--- src/rtl/cash_pkg.sv ---
// Shared encodings for the cash dispenser: denominations, indices, widths and FSM states.
// The FAULT state only exists when CASH_ACK_TIMEOUT_EN is defined.
package cash_pkg;

    localparam int NOTE_W  = 8;
    localparam int IDX_W   = 3;
    localparam int NUM_DEN = 5;

    localparam logic [31:0] DEN_20000 = 32'd20000;
    localparam logic [31:0] DEN_10000 = 32'd10000;
    localparam logic [31:0] DEN_5000  = 32'd5000;
    localparam logic [31:0] DEN_2000  = 32'd2000;
    localparam logic [31:0] DEN_1000  = 32'd1000;

    localparam logic [IDX_W-1:0] IDX_20000 = 3'd0;
    localparam logic [IDX_W-1:0] IDX_10000 = 3'd1;
    localparam logic [IDX_W-1:0] IDX_5000  = 3'd2;
    localparam logic [IDX_W-1:0] IDX_2000  = 3'd3;
    localparam logic [IDX_W-1:0] IDX_1000  = 3'd4;
    // One past the last denomination: "search exhausted" / "nothing planned".
    localparam logic [IDX_W-1:0] IDX_NONE  = 3'd5;

`ifdef CASH_ACK_TIMEOUT_EN
    typedef enum logic [2:0] {IDLE, PLAN, GAP, REQ, DONE, REJECT, FAULT} state_t;
`else
    typedef enum logic [2:0] {IDLE, PLAN, GAP, REQ, DONE, REJECT} state_t;
`endif

    function automatic logic [31:0] den_value(input logic [IDX_W-1:0] idx);
        case (idx)
            IDX_20000: den_value = DEN_20000;
            IDX_10000: den_value = DEN_10000;
            IDX_5000:  den_value = DEN_5000;
            IDX_2000:  den_value = DEN_2000;
            IDX_1000:  den_value = DEN_1000;
            default:   den_value = 32'd0;
        endcase
    endfunction

    // Lowest index (largest denomination) with a non-zero count, IDX_NONE if all zero.
    function automatic logic [IDX_W-1:0] first_nonzero(
        input logic [NUM_DEN-1:0][NOTE_W-1:0] cnt
    );
        first_nonzero = IDX_NONE;
        for (int i = NUM_DEN - 1; i >= 0; i--) begin
            if (cnt[i] != '0) first_nonzero = IDX_W'(i);
        end
    endfunction

endpackage

--- src/rtl/cash_dispenser_ctrl_stock.sv ---
// Five per-denomination note counters with service-port load, single-note
// decrement and the low-stock flags. Load and decrement never coincide.
module note_stock
    import cash_pkg::*;
#(
    parameter int LOW_THRESH = 10
) (
    input  logic                             clk_i,
    input  logic                             rst_ni,
    input  logic                             load_i,
    input  logic [IDX_W-1:0]                 load_idx_i,
    input  logic [NOTE_W-1:0]                load_cnt_i,
    input  logic                             dec_i,
    input  logic [IDX_W-1:0]                 dec_idx_i,
    output logic [NUM_DEN-1:0][NOTE_W-1:0]   stock_o,
    output logic [NUM_DEN-1:0]               stock_bajo_o
);

    localparam logic [NOTE_W:0] THRESH = (NOTE_W + 1)'(LOW_THRESH);

    logic [NUM_DEN-1:0][NOTE_W-1:0] stock_q, stock_d;

    always_comb begin
        stock_d = stock_q;
        if (load_i && (load_idx_i <= IDX_1000)) begin
            stock_d[load_idx_i] = load_cnt_i;
        end else if (dec_i && (dec_idx_i <= IDX_1000)) begin
            stock_d[dec_idx_i] = stock_q[dec_idx_i] - NOTE_W'(1);
        end
    end

    always_ff @(posedge clk_i) begin
        if (!rst_ni) stock_q <= '0;
        else         stock_q <= stock_d;
    end

    always_comb begin
        stock_bajo_o = '0;
        for (int i = 0; i < NUM_DEN; i++) begin
            stock_bajo_o[i] = ({1'b0, stock_q[i]} < THRESH);
        end
    end

    assign stock_o = stock_q;

endmodule

--- src/rtl/cash_dispenser_ctrl.sv ---
// Note dispenser sequencer: greedy plan against stock, then one req/ack per note.
// Define CASH_ACK_TIMEOUT_EN to add the ack watchdog and the sticky FAULT state.
module cash_dispenser_ctrl
    import cash_pkg::*;
#(
    parameter int MAX_NOTES   = 40,
    parameter int LOW_THRESH  = 10,
    parameter int ACK_TIMEOUT = 255
) (
    input  logic              clk,
    input  logic              rst,
    input  logic              entregar_dinero,
    input  logic [31:0]       monto,
    input  logic              carga_stb,
    input  logic [IDX_W-1:0]  carga_den,
    input  logic [NOTE_W-1:0] carga_cant,
    output logic              billete_req,
    output logic [IDX_W-1:0]  billete_den,
    input  logic              billete_ack,
    output logic              ocupado,
    output logic              entrega_ok,
    output logic              entrega_rechazada,
    output logic              falla,
    output logic [NUM_DEN-1:0] stock_bajo,
    output state_t            dbg_state
);

    localparam logic [15:0] MAX_N = 16'(MAX_NOTES);

    state_t                          state_q, state_d;
    logic [31:0]                     restante_q, restante_d;
    logic [IDX_W-1:0]                idx_q, idx_d;
    logic [IDX_W-1:0]                den_q, den_d;
    logic [NUM_DEN-1:0][NOTE_W-1:0]  plan_q, plan_d;
    logic [15:0]                     total_q, total_d;

    logic                            load, dec;
    logic [IDX_W-1:0]                nxt;
    logic [31:0]                     cur_den;
    logic [NUM_DEN-1:0][NOTE_W-1:0]  stock;

`ifdef CASH_ACK_TIMEOUT_EN
    localparam logic [15:0] TMO_LAST = 16'(ACK_TIMEOUT - 1);
    logic [15:0] tmo_q, tmo_d;
`else
    logic unused_ack_timeout;
    assign unused_ack_timeout = ^ACK_TIMEOUT;
`endif

    note_stock #(
        .LOW_THRESH (LOW_THRESH)
    ) u_stock (
        .clk_i        (clk),
        .rst_ni       (rst),
        .load_i       (load),
        .load_idx_i   (carga_den),
        .load_cnt_i   (carga_cant),
        .dec_i        (dec),
        .dec_idx_i    (idx_q),
        .stock_o      (stock),
        .stock_bajo_o (stock_bajo)
    );

    always_comb begin
        state_d    = state_q;
        restante_d = restante_q;
        idx_d      = idx_q;
        den_d      = den_q;
        plan_d     = plan_q;
        total_d    = total_q;
        load       = 1'b0;
        dec        = 1'b0;
        nxt        = IDX_NONE;
        cur_den    = den_value(idx_q);
`ifdef CASH_ACK_TIMEOUT_EN
        tmo_d      = (state_q == REQ) ? tmo_q + 16'd1 : 16'd0;
`endif
        case (state_q)
            IDLE: begin
                // A load strobe always pre-empts a start request in the same cycle.
                if (carga_stb) begin
                    load = (carga_den <= IDX_1000);
                end else if (entregar_dinero) begin
                    if (monto == 32'd0) begin
                        state_d = REJECT;
                    end else begin
                        restante_d = monto;
                        idx_d      = IDX_20000;
                        plan_d     = '0;
                        total_d    = '0;
                        state_d    = PLAN;
                    end
                end
            end
            PLAN: begin
                if (restante_q == 32'd0) begin
                    idx_d   = first_nonzero(plan_q);
                    state_d = GAP;
                end else if ((idx_q == IDX_NONE) || (total_q == MAX_N)) begin
                    state_d = REJECT;
                end else if ((cur_den <= restante_q) && (plan_q[idx_q] < stock[idx_q])) begin
                    restante_d     = restante_q - cur_den;
                    plan_d[idx_q]  = plan_q[idx_q] + NOTE_W'(1);
                    total_d        = total_q + 16'd1;
                end else begin
                    idx_d = idx_q + IDX_W'(1);
                end
            end
            GAP: begin
                den_d   = idx_q;
                state_d = REQ;
            end
            REQ: begin
                if (billete_ack) begin
                    dec           = 1'b1;
                    plan_d[idx_q] = plan_q[idx_q] - NOTE_W'(1);
                    nxt           = first_nonzero(plan_d);
                    idx_d         = nxt;
                    state_d       = (nxt == IDX_NONE) ? DONE : GAP;
                end
`ifdef CASH_ACK_TIMEOUT_EN
                else if (tmo_q == TMO_LAST) begin
                    state_d = FAULT;
                end
`endif
            end
            DONE:    state_d = IDLE;
            REJECT:  state_d = IDLE;
`ifdef CASH_ACK_TIMEOUT_EN
            FAULT:   state_d = FAULT;
`endif
            default: state_d = IDLE;
        endcase
    end

    always_ff @(posedge clk) begin
        if (!rst) begin
            state_q    <= IDLE;
            restante_q <= '0;
            idx_q      <= '0;
            den_q      <= '0;
            plan_q     <= '0;
            total_q    <= '0;
`ifdef CASH_ACK_TIMEOUT_EN
            tmo_q      <= '0;
`endif
        end else begin
            state_q    <= state_d;
            restante_q <= restante_d;
            idx_q      <= idx_d;
            den_q      <= den_d;
            plan_q     <= plan_d;
            total_q    <= total_d;
`ifdef CASH_ACK_TIMEOUT_EN
            tmo_q      <= tmo_d;
`endif
        end
    end

    // Mechanism handshake: billete_req stays high with billete_den stable until
    // the cycle billete_ack is sampled high; req then drops for at least one cycle.
    assign billete_req       = (state_q == REQ);
    assign billete_den       = den_q;
    assign ocupado           = (state_q != IDLE);
    assign entrega_ok        = (state_q == DONE);
    assign entrega_rechazada = (state_q == REJECT);
    assign dbg_state         = state_q;
`ifdef CASH_ACK_TIMEOUT_EN
    assign falla             = (state_q == FAULT);
`else
    assign falla             = 1'b0;
`endif

endmodule

--- config.mk ---
export PLATFORM = sky130hd
export DESIGN_NAME = cash_dispenser_ctrl
export DESIGN_NICKNAME = d
export VERILOG_FILES = /design/src/rtl/cash_pkg.sv /design/src/rtl/cash_dispenser_ctrl_stock.sv /design/src/rtl/cash_dispenser_ctrl.sv
export SDC_FILE = /design/constraint.sdc
export NUM_CORES = 1
export LEC_CHECK = 0
export CORE_MARGIN = 2
export CORE_UTILIZATION = 45
export DETAILED_ROUTE_END_ITERATION = 10
export PLACE_DENSITY_LB_ADDON = 0.15
export SLEW_MARGIN = 20
export SYNTH_ARGS = -nofsm -noshare
export SYNTH_HDL_FRONTEND = slang
export SYNTH_SLANG_ARGS = --single-unit
export TNS_END_PERCENT = 50
--- constraint.sdc ---
create_clock -name clk -period 5.8 [get_ports clk]
set_input_delay 1.74 -clock clk [delete_from_list [all_inputs] [get_ports clk]]
set_output_delay 1.74 -clock clk [all_outputs]
set_load 0.05 [all_outputs]
Word-level counts from Yosys, hierarchy flattened
Cells that the tools add are included.
- $add $sub $neg: 6
- order comparisons: 13
- eq/ne operators: 22
- mux-type cells: 69
- reduce and logical (&&, ||, !) cells: 28
- operators with widths (operator ; count):
    $mux 40 ; 9
    $mux 32 ; 6
    $bwmux 40 ; 4
    $pmux 40 s3 ; 1
    $mux 16 ; 6
    $reduce_bool 8->1 ; 10
    $pmux 15 s5 ; 1
    $mux 3 ; 24
    $logic_not 32->1 ; 2
    $pmux 32 s2 ; 1
    $bmux 8 s3 ; 2
    $demux 8 s3 ; 2
    $lt 8x4->1 const B ; 5
    $le 32x32->1 ; 1
    $mux 8 ; 4
    $pmux 16 s2 ; 1
    $sub 32x32->32 ; 1
    $add 16x1->16 const B ; 1
    $eq 16x6->1 const B ; 1
    $sub 8x1->8 const B ; 2
    $eq 3x3->1 const B ; 5
    $reduce_and 7->1 ; 2
    $eq 3x2->1 const B ; 4
    $ne 2x2->1 const B ; 6
    19 further kinds ; 37
- register bits: 137
- input bits: 48
- output and inout bits: 16
- word-level logic and storage cells: 153

Depth between registers and ports, before layout
Gate-level depths: netlist of the first run.
- depth in word-level cells: 17
- depth in mapped cells: 20
- depth with buffers taken out: 16

By module
Synthesis of the first run repeated with hierarchy kept, for this count alone.
- cells, all modules: 1235
- area, all modules: 9641.7 um^2
- modules (own cells, without submodules) (module ; times used ; cells an instance ; area an instance (um^2) ; sequential area each (um^2)):
    cash_dispenser_ctrl ; 1 ; 916 ; 7090.6 ; 1941.9
    note_stock ; 1 ; 319 ; 2551.2 ; 800.8

Worst setup path before layout of the first run
OpenSTA, ideal clock, no wires.
- kind: register to register
- start point: reg idx_q[2]
- end point: reg restante_q[25]
- library setup time: 119 ps
- arrival: 4019 ps
- required time: 5681 ps
- setup slack: 1662 ps
- stages on the path, launching flop included: 19
- buffers on the path: 4
- period minus slack after synthesis: 4138 ps
- cells stage by stage: dfxtp_1 > buf_2 > buf_2 > inv_1 > clkbuf_1 > nor3_1 > clkbuf_1 > nor2_1 > and2_1 > ha_1 > nand2_1 > o21ai_0 > a21oi_1 > maj3_1 > o211ai_1 > nor2_1 > a21oi_1 > nor2_1 > o221a_2
- longest elaborated chain between the ends: 7
- elaborated cells between the ends (all ways): 23
- classes of those cells: add/sub (1); order compare (2); eq/ne (7); mux (9); reduce/logical (4)
- RTL lines (item ; line ; source):
    start: declaration ; cash_dispenser_ctrl.sv:32 ; logic [IDX_W-1:0] idx_q, idx_d;
    start signal: assignment ; cash_dispenser_ctrl.sv:150 ; idx_q <= idx_d;
    $eq 3x3->1, or another cell as far along ; cash_pkg.sv:30 ; case (idx)
    $pmux 15 s5 ; cash_pkg.sv:30 ;
    $sub 32x32->32 ; cash_dispenser_ctrl.sv:102 ; restante_d = restante_q - cur_den;
    $mux 32 ; cash_dispenser_ctrl.sv:101 ; end else if ((cur_den <= restante_q) && (plan_q[idx_q] < stock[idx_q])) begin
    $mux 32 ; cash_dispenser_ctrl.sv:99 ; end else if ((idx_q == IDX_NONE) || (total_q == MAX_N)) begin
    $mux 32 ; cash_dispenser_ctrl.sv:96 ; if (restante_q == 32'd0) begin
    $pmux 32 s2 ; cash_dispenser_ctrl.sv:78 ; case (state_q)
    end signal: assignment ; cash_dispenser_ctrl.sv:149 ; restante_q <= restante_d;
    end: declaration ; cash_dispenser_ctrl.sv:31 ; logic [31:0] restante_q, restante_d;
Parallel ways exist; a longest one is shown, timed or not. The select of a mux whose other input is x is not followed.
A chain may end at the register's enable or synchronous reset.

Worst setup path after layout of the first run
- start point: reg idx_q[2]
- end point: reg restante_q[7]
The elaborated chain is that of the path after synthesis.

==> results.yml, run 1 <==
run_status:
  status: "finished, final reports clean"
cts:
  cts.clk_slew.worst_paths_ps: 60
  clockRootBuffer: "clkbuf_16"
  cts_tree: "built"
  cts_setup_buffers: 0
  cts.sinks: 137
  clock_tree.htree_level_count: 4
  clk_latency_ps: 430
  clk_path_buf_depth: 2
  postCtsHoldBufs: 0
  cts_made_buffers: 17
  cts-resized-gates: 0
logic_synthesis:
  seq_area_frac_synth_pct: 30.8
  synth_nets: 1166
  yosys_warnings: 0
  synthArstFlopShare_pct: 0
  synth_top_family_by_area: "compound AO/OA/AOI/OAI gates"
  synth_cell_type_count: 87
  synthCells: 1089
  netlist_area_um2: 8910
  synth-simple-area-share_pct: 24.1
  synth_top_area_share_pct: 30.8
  synth_compound_gate_area_share_pct: 28.7
  synth_mux_area_share_pct: 4.51
  synth_edf_count: 0
  synthTopCellsByArea: "dfxtp_1 31%, nor2_1 4.0%, ha_1 3.9%"
  synth-xor-area-share_pct: 2.75
  post_synth.cell_area_avg_um2: 8.18
  synth_top_cell_by_area: "dfxtp_1"
  yosys_most_used_dff: "dfxtp_1"
  ys_ff_latch: 137
  synthAdderAreaFrac_pct: 4.38
cells_and_area:
  finalNonFillerCells: 1405
  diodes: 0
  fillers: 1885
  fin_nets: 1204
  final_util_pct: 52.7
  drive_above_1_share_pct: 7.81
  area_growth_pct: 15.2
grt:
  grt_pass1_wl_um: 45500
  grt_max_degree: 60
  first_global_vias: 8349
  antenna_found_initial: 0
  gr-total-overflow: 0
  track_usage_pct: 27.9
timing:
  finClkSkew_ps: 11.0
  hold_violations: 0
  setup_ws_ps: 750
  tightest_slew_ps: 1200
  max_freq_ghz: 0.198
  finalMaxSlewViolations: 0
  rsz0062_at_grt: "false"
  setup_violations: 0
  tns_ps: 0
  period_needed_ps: 5050
  finalCritPeriodShare_pct: 87.1
  maxSlewHeadroom_pct: 19.2
place:
  dp_slack_ps: 792
  hpwl_um: 21000
  place_inst: 1373
  gp_congestion: 0.969
  io_buffers: 62
detailed_routing:
  wirelength_um: 28800
  route.antenna.remaining_nets: 0
  drc: 0
  vias: 8745
  wire_per_inst_um: 20.5
  via_per_inst: 6.22
  firstDrtPassIters: 8
  drtIter0Drc: 885
power:
  pwr-share-seq_pct: 33.5
  p_sw_mw: 1.19
  ir_drop_mv: 0.202
  combPwrFrac_pct: 34.0
  swShare_pct: 38.1
  power.leakage_nw: 3.85
  power_density_nw_per_um2: 304
  internal_power_mw: 1.93
  total_power_mw: 3.12
  p_clk_share_pct: 32.5
setup_path:
  worstPathRequired_ps: 6120
  worstSetupPathType: "reg2reg"
  path_max_fanout: 26
  r2r_end: "restante_q[7]"
  rr_worst_depth: 15
  worstSetupEndpointType: "register"
  rrSetupSlack_ps: 750
  endpoint: "restante_q[7]"
  critPathArrivalTime_ps: 5370
  startpoint_type: "register"
  r2r-start: "idx_q[2]"
  crit_path_start: "idx_q[2]"
floorplanning:
  die_area_um2: 20900
  die-width_um: 145
  core_area_um2: 19500
  placementRows: 51
  start_util_pct: 45.8
  die_h_um: 145
  io_pins: 64
flow_run:
  max_cap_viol_count: 0
worst_hold_path:
  hp-start: "u_stock.stock_o[24]"
  hp-class: "reg2reg"
==> state kept, by name, summed over array words and instances (netlist names) <==
signal and cells:
dbg_state 3, idx_q 3, total_q 16, u_stock.stock_o 40, billete_den 3, plan_q 40
restante_q 32
==> Yosys cell counts (9+ instances only) <==
master / n
a32o_1: 9
o211a_1: 13
a31oi_1: 11
inv_1: 30
mux2i_1: 21
and2_1: 22
a22oi_1: 39
or3_1: 9
o21a_1: 13
nand4_1: 10
xor2_1: 13
or4_1: 10
xnor2_1: 15
o21ai_0: 43
a211oi_1: 9
clkbuf_1: 33
a21oi_1: 57
nand2_1: 93
nand3_1: 34
o2bb2ai_1: 27
nand2b_1: 15
dfxtp_1: 137
ha_1: 28
and3_1: 18
a21boi_0: 19
nor3_1: 22
buf_2: 16
nor2b_1: 34
nor2_1: 96
nor4_1: 32
o211ai_1: 13
==> logic make-up (layout without fill, tap and decap cells) <==
kind of cell / after synthesis / in the layout
other: 1 / 1
flip-flops: 137 / 137
multiplexers: 34 / 34
AND/OR/NAND/NOR: 418 / 418
adder cells (fa/ha/maj): 31 / 31
buffers and inverters: 94 / 145
XOR/XNOR: 28 / 28
AO/OA/AOI/OAI: 346 / 346
==> power groups by stage <==
stage	clock network [mW]	logic, mW	registers, mW
after floorplan	0	0.773	1.04
after global placement	0	1.04	1.06
after detailed placement	0	1.04	1.06
after CTS	1.03	1.05	1.04
after global routing	1.07	1.16	1.05
final	1.01	1.06	1.05
==> per-stage QoR <==
| step | hold slack [ps] | cell area, µm² |
|---|---|---|
| after floorplan | 438 | 8910 |
| after global placement | 455 | 9720 |
| after detailed placement | 462 | 9720 |
| after CTS | 471 | 10300 |
| after global routing | 499 | 10300 |
| final | 465 | 10300 |
==> placed cells by master, fill, tap and decap left out, types with 11 or more instances in the layout <==
| cell type | netlist | final |
|---|---|---|
| clkdlybuf4s50_1 | 0 | 61 |
| inv_1 | 30 | 30 |
| o21a_1 | 13 | 13 |
| ha_1 | 28 | 28 |
| buf_4 | 1 | 19 |
| o211ai_1 | 13 | 13 |
| o2bb2ai_1 | 27 | 27 |
| nor2_1 | 96 | 95 |
| and3_1 | 18 | 18 |
| nand2_1 | 93 | 92 |
| nor3_1 | 22 | 21 |
| o21ai_0 | 43 | 43 |
| xnor2_1 | 15 | 15 |
| xor2_1 | 13 | 13 |
| a21boi_0 | 19 | 19 |
| nand2b_1 | 15 | 15 |
| nand3_1 | 34 | 34 |
| a31oi_1 | 11 | 11 |
| a21oi_1 | 57 | 57 |
| a22oi_1 | 39 | 39 |
| o211a_1 | 13 | 13 |
| clkbuf_16 | 0 | 17 |
| nor2b_1 | 34 | 34 |
| dfxtp_1 | 137 | 137 |
| mux2i_1 | 21 | 21 |
| and2_1 | 22 | 22 |
| nor4_1 | 32 | 32 |
==> area by class of cell <==
type / instances / area [µm²] / area share (%)
multi-input cells: 858 / 5760 / 56.1
inverters: 31 / 116 / 1.13
clock buffers: 18 / 429 / 4.18
well taps: 265 / 332 / 3.23
flip-flops and latches: 137 / 2740 / 26.7
clock inverters: 14 / 110 / 1.07
repair buffers: 82 / 778 / 7.58
==> how the worst min path moves through the flow <==
stage	slack, ps	cells past startpoint	endpoint
after floorplan	440	1	plan_q[6]
after CTS	470	2	u_stock.stock_o[24]
final	460	2	u_stock.stock_o[24]
after global routing	500	1	plan_q[31]
after global placement	460	2	u_stock.stock_o[8]
after detailed placement	460	2	u_stock.stock_o[24]
==> per-layer routing <==
metal | wire, µm | share of wire, % | vias to the layer above | global-route usage (%)
met1 | 12800 | 44 | 4169 | 36.7
li1 | - | - | 4192 | -
met3 | 2050 | 7.1 | 54 | 5.73
met2 | 13300 | 46 | 330 | 46.0
met5 | 0 | 0 | - | 0
met4 | 649 | 2.3 | 0 | 8.69
==> critical path, stage by stage (launching register included) <==
cell,delay (ps)
dfxtp_1,780
buf_4,340
mux2_2,380
o2bb2ai_1,140
nor2_1,280
inv_1,200
ha_1,360
a211o_1,260
a21oi_1,140
nand3_1,160
a211oi_2,240
buf_4,230
o21a_1,850
buf_4,330
o211ai_2,90
o211a_1,150
Power figures use the tool's default switching activity.
==> run 2: changes to the inputs <==
CORE_UTILIZATION = 30   (was 45)
RECOVER_POWER = 25   (was default)
SLEW_MARGIN = 10   (was 20)
==> run 2 against run 1 <==
The flow now finishes with violations (capacitance limit, slew limit). Clock power about the same. Critical endpoint is now restante_q[15]. Cell count increased by 9.1%. Design area increased by 1.6%. Critical path type unchanged. Largest cell class unchanged.
==> results.yml, run 2 (synthesis results as in run 1) <==
power:
  power.leakage_nw: 3.85
  swShare_pct: 38.4
  combPwrFrac_pct: 34.3
  pwr-share-seq_pct: 32.9
  ir_drop_mv: 0.209
  internal_power_mw: 1.94
  p_sw_mw: 1.21
  power_density_nw_per_um2: 302
  p_clk_share_pct: 32.8
run_status:
  status: "complete, but fails checks"
  violations: "capacitance limit, slew limit"
place:
  gp_congestion: 0.859
  place_area_um2: 9900
  place_inst: 1500
  io_buffers: 62
  hpwl_um: 22400
detailed_routing:
  vias: 8635
  wire_per_inst_um: 19.8
  drtIter0Drc: 705
  via_per_inst: 5.63
  wirelength_um: 30300
  firstDrtPassIters: 5
  drc: 0
  route.antenna.remaining_nets: 0
cts:
  cts.sinks: 137
  clk_latency_ps: 440
  cts-resized-gates: 0
  clockRootBuffer: "clkbuf_16"
  clk_path_buf_depth: 2
  cts_setup_buffers: 0
  cts_made_buffers: 17
  clock_tree.htree_level_count: 4
  cts_tree: "built"
  postCtsHoldBufs: 0
  cts.clk_slew.worst_paths_ps: 70
grt:
  gr-total-overflow: 0
  antenna_found_initial: 0
  track_usage_pct: 19.8
  grt_max_degree: 51
  first_global_vias: 8484
  grt_pass1_wl_um: 48300
timing:
  hold_violations: 0
  finClkSkew_ps: 13.2
  finalCritPeriodShare_pct: 79.0
  period_needed_ps: 4580
  setup_violations: 0
  finalMaxSlewViolations: 46
  tns_ps: 0
  max_freq_ghz: 0.218
  rsz0062_at_grt: "false"
  tightest_slew_ps: 2190
  whs_ps: 464
  maxSlewHeadroom_pct: -46.2
floorplanning:
  io_pins: 64
  die_h_um: 176
  core_area_um2: 29400
  die_area_um2: 31100
  placementRows: 63
  start_util_pct: 30.3
  die-width_um: 176
setup_path:
  cp_cell_sequence: "buf_4 > nand2b_1 > nor2_1 > buf_4 > a221o_1 > ha_1 > a21oi_1 > nor2b_1 > o21ai_0 > nand3_1 > a211oi_2 > buf_4 > o21a_1 > buf_4 > nand2_1 > o21ai_0"
  worstSetupEndpointType: "register"
  worstPathRequired_ps: 6150
  crit_path_start: "idx_q[0]"
  path_max_fanout: 33
  startpoint_type: "register"
  crit_path_top_delay_cell: "dfxtp_1"
  worstSetupPathType: "reg2reg"
  max_stage_delay_ps: 600
  critPathArrivalTime_ps: 4940
  cpMostUsedCell: "buf_4"
  r2r-start: "idx_q[0]"
cells_and_area:
  fin_area_um2: 10400
  fin_nets: 1206
  area_growth_pct: 17.0
  drive_above_1_share_pct: 7.97
  finalNonFillerCells: 1533
  layout_commonest_cell: "dfxtp_1"
  final_cell_mix: "136 x dfxtp_1, 95 x nor2_1, 92 x nand2_1, 57 x a21oi_1, 55 x clkdlybuf4s50_1"
flow_run:
  max_cap_viol_count: 1
worst_hold_path:
  hp-start: "u_stock.stock_o[8]"
  hp-class: "reg2reg"
-- run 2: path summary, 6_finish.rpt --
path,to,slack (ps),depth (start not counted)
setup / recovery,restante_q[15],1220,16
hold / removal,u_stock.stock_o[8],460,2
setup reg to reg,restante_q[15],1220,16
hold reg to reg,u_stock.stock_o[8],460,2
-- run 2: area by class of cell --
type,count,area [µm²]
Inverter,31,116
Multi-Input combinational cell,858,5750
Clock buffer,19,443
Sequential cell,137,2740
Tap cell,390,488
Fill cell,3105,19000
Clock inverter,13,95.1
Antenna cell,1,2.50
Timing Repair Buffer,84,792
-- run 2: critical path: cells and delay by family (launching register included) --
| kind | cells | cell delay (ps) |
|---|---|---|
| AO/OA/AOI/OAI | 6 | 1480 |
| buffers and inverters | 4 | 1210 |
| AND/OR/NAND/NOR | 5 | 830 |
| flip-flops | 1 | 600 |
| adder cells (fa/ha/maj) | 1 | 330 |
-- run 2: power groups by stage --
stage               clock [mW]  combinational, mW  sequential, mW
floorplan                    0              0.773            1.04
global placement             0               1.07            1.06
detailed placement           0               1.07            1.06
CTS                       1.05               1.08            1.04
global route              1.09               1.18            1.04
finish                    1.03               1.08            1.04
-- run 2: layer usage --
layer | share of wire [%] | vias to the layer above | track usage, %
met2 | 46 | 212 | 32.1
met1 | 48 | 4184 | 27.4
met3 | 4.4 | 31 | 2.91
met4 | 1.4 | 0 | 5.58
met5 | 0 | - | 0
li1 | - | 4208 | -
-- run 2: per-stage QoR --
| step | worst slack, ps | power, mW | utilization (%) |
|---|---|---|---|
| 2_1_floorplan | 1660 | 1.81 | - |
| 3_3_place_gp | 1200 | 2.13 | 33.7 |
| 3_5_place_dp | 1180 | 2.13 | 33.7 |
| 4_1_cts | 1140 | 3.16 | 35.5 |
| 5_1_grt | 845 | 3.32 | 35.5 |
| 6_report | 1220 | 3.15 | 35.5 |
==> run 3: changes to the inputs <==
clock period = 4.06 ns   (was 5.8 ns; I/O delays follow)
==> run 3 against run 2 <==
The run now ends clean. Global-route usage up 0.65 points. Routed wire length increased by 4.4%. Sequential power up 42%. Flip-flop and latch count unchanged. Clock-buffer cell count stayed put. Cell count increased by 3.1%. First-iteration DRC count fell by 7.0%. Critical path depth grew 1. Clock skew up 3.3 ps. Fmax up 20%. Via count is 2.4% higher. Core utilization is 1.6 points higher. Critical endpoint is now plan_q[6].
==> results.yml, run 3 (synthesis results as in run 1) <==
timing:
  whs_ps: 462
  period_needed_ps: 3830
  finalMaxSlewViolations: 0
  maxSlewHeadroom_pct: 38.3
  max_freq_ghz: 0.261
  tightest_slew_ps: 918
  setup_violations: 0
  hold_violations: 0
  finClkSkew_ps: 16.5
  finalCritPeriodShare_pct: 94.4
  tns_ps: 0
  rsz0062_at_grt: "false"
cts:
  cts.clk_slew.worst_paths_ps: 60
  clockRootBuffer: "clkbuf_16"
  cts_made_buffers: 17
  clk_latency_ps: 430
  clock_tree.htree_level_count: 4
  cts.sinks: 137
  clk_path_buf_depth: 2
  cts_setup_buffers: 0
  cts_tree: "built"
detailed_routing:
  drtIter0Drc: 656
  drc: 0
  wire_per_inst_um: 20.0
  route.antenna.remaining_nets: 0
  firstDrtPassIters: 6
  vias: 8843
  wirelength_um: 31600
  via_per_inst: 5.60
place:
  place_inst: 1548
  io_buffers: 62
  gp_congestion: 0.900
  hpwl_um: 23900
  place_area_um2: 10300
power:
  p_clk_share_pct: 34.0
  ir_drop_mv: 0.296
  power.leakage_nw: 4.13
  pwr-share-seq_pct: 31.1
  internal_power_mw: 3.00
  combPwrFrac_pct: 34.9
  swShare_pct: 37.1
  p_sw_mw: 1.76
  power_density_nw_per_um2: 437
cells_and_area:
  area_growth_pct: 22.3
  finalNonFillerCells: 1580
  drive_above_1_share_pct: 12.5
  final_util_pct: 37.1
  final_cell_mix: "134 x dfxtp_1, 94 x nor2_1, 92 x nand2_1, 63 x buf_4, 57 x a21oi_1"
  fin_nets: 1254
  diodes: 0
  layout_commonest_cell: "dfxtp_1"
  fin_area_um2: 10900
floorplanning:
  die_h_um: 176
  core_area_um2: 29400
  start_util_pct: 30.3
  io_pins: 64
  die_area_um2: 31100
  die-width_um: 176
  placementRows: 63
setup_path:
  startpoint_type: "register"
  rrSetupSlack_ps: 230
  worstPathRequired_ps: 4370
  cp_cell_sequence: "inv_1 > ha_2 > nor2b_2 > nor2_1 > ha_1 > nor2b_1 > o31a_1 > o21ai_0 > a21oi_1 > a211oi_2 > buf_4 > a211oi_4 > buf_4 > o21ai_0 > buf_4 > nand2b_1 > o2bb2ai_1"
  worstSetupPathType: "reg2reg"
  worstSetupEndpointType: "register"
  cpMostUsedCell: "buf_4"
  crit_path_top_delay_cell: "dfxtp_2"
  max_stage_delay_ps: 400
  critPathArrivalTime_ps: 4140
  path_max_fanout: 6
grt:
  antenna_found_initial: 0
  grt_pass1_wl_um: 49700
  gr-total-overflow: 0
  grt_max_degree: 58
  first_global_vias: 8727
  track_usage_pct: 20.5
worst_hold_path:
  hp-class: "reg2reg"
flow_run:
  max_cap_viol_count: 0
run_status:
  status: "finished, final reports clean"
[run 3: power by group through the flow]
stage / sequential [mW] / clock, mW / combinational (mW)
after detailed placement: 1.51 / 0 / 1.63
after CTS: 1.48 / 1.65 / 1.65
after global routing: 1.49 / 1.71 / 1.81
after floorplan: 1.49 / 0 / 1.10
final: 1.48 / 1.62 / 1.66
after global placement: 1.51 / 0 / 1.64
[run 3: layout make-up]
| cell class | count | area, µm² |
|---|---|---|
| Fill cell | 3039 | 18500 |
| Multi-Input combinational cell | 858 | 5790 |
| Sequential cell | 137 | 2750 |
| Timing Repair Buffer | 132 | 1160 |
| Tap cell | 390 | 488 |
| Clock buffer | 19 | 443 |
| Clock inverter | 13 | 154 |
| Inverter | 31 | 116 |
[run 3: critical path, delay by kind of cell (launching register included)]
family	cells	cell delay, ps
AND/OR/NAND/NOR	4	810
adder cells (fa/ha/maj)	2	500
flip-flops	1	400
buffers and inverters	4	620
AO/OA/AOI/OAI	7	1350
[run 3: path summary, 6_finish.rpt]
kind | startpoint | to | cells after the start
setup / recovery | idx_q[1] | plan_q[6] | 17
hold reg to reg | u_stock.stock_o[0] | u_stock.stock_o[0] | 2
setup reg to reg | idx_q[1] | plan_q[6] | 17
hold / removal | u_stock.stock_o[0] | u_stock.stock_o[0] | 2
[run 3: through the flow]
stage | power, mW | worst slack [ps]
2_1_floorplan | 2.59 | 70.1
3_3_place_gp | 3.15 | -183
3_5_place_dp | 3.14 | -190
4_1_cts | 4.78 | 42.4
5_1_grt | 5.02 | 0.0857
6_report | 4.76 | 226
[run 3: per-layer routing]
layer	share of wire [%]	vias up	GRT usage, %	wire (µm)
met1	48	4293	27.9	15100
met5	0	-	0	0
met4	1.9	0	6.06	589
li1	-	4305	-	-
met2	46	211	34.0	14600
met3	4.1	34	2.43	1310
[run 3: what timing repair did]
item                       4_1_cts  5_1_grt
hold endpoints to repair         0        0
hold buffers                     0        0
pin swaps                        0        1
setup endpoints to repair       40       82
gates cloned                     0        0
gates resized for setup          1       16
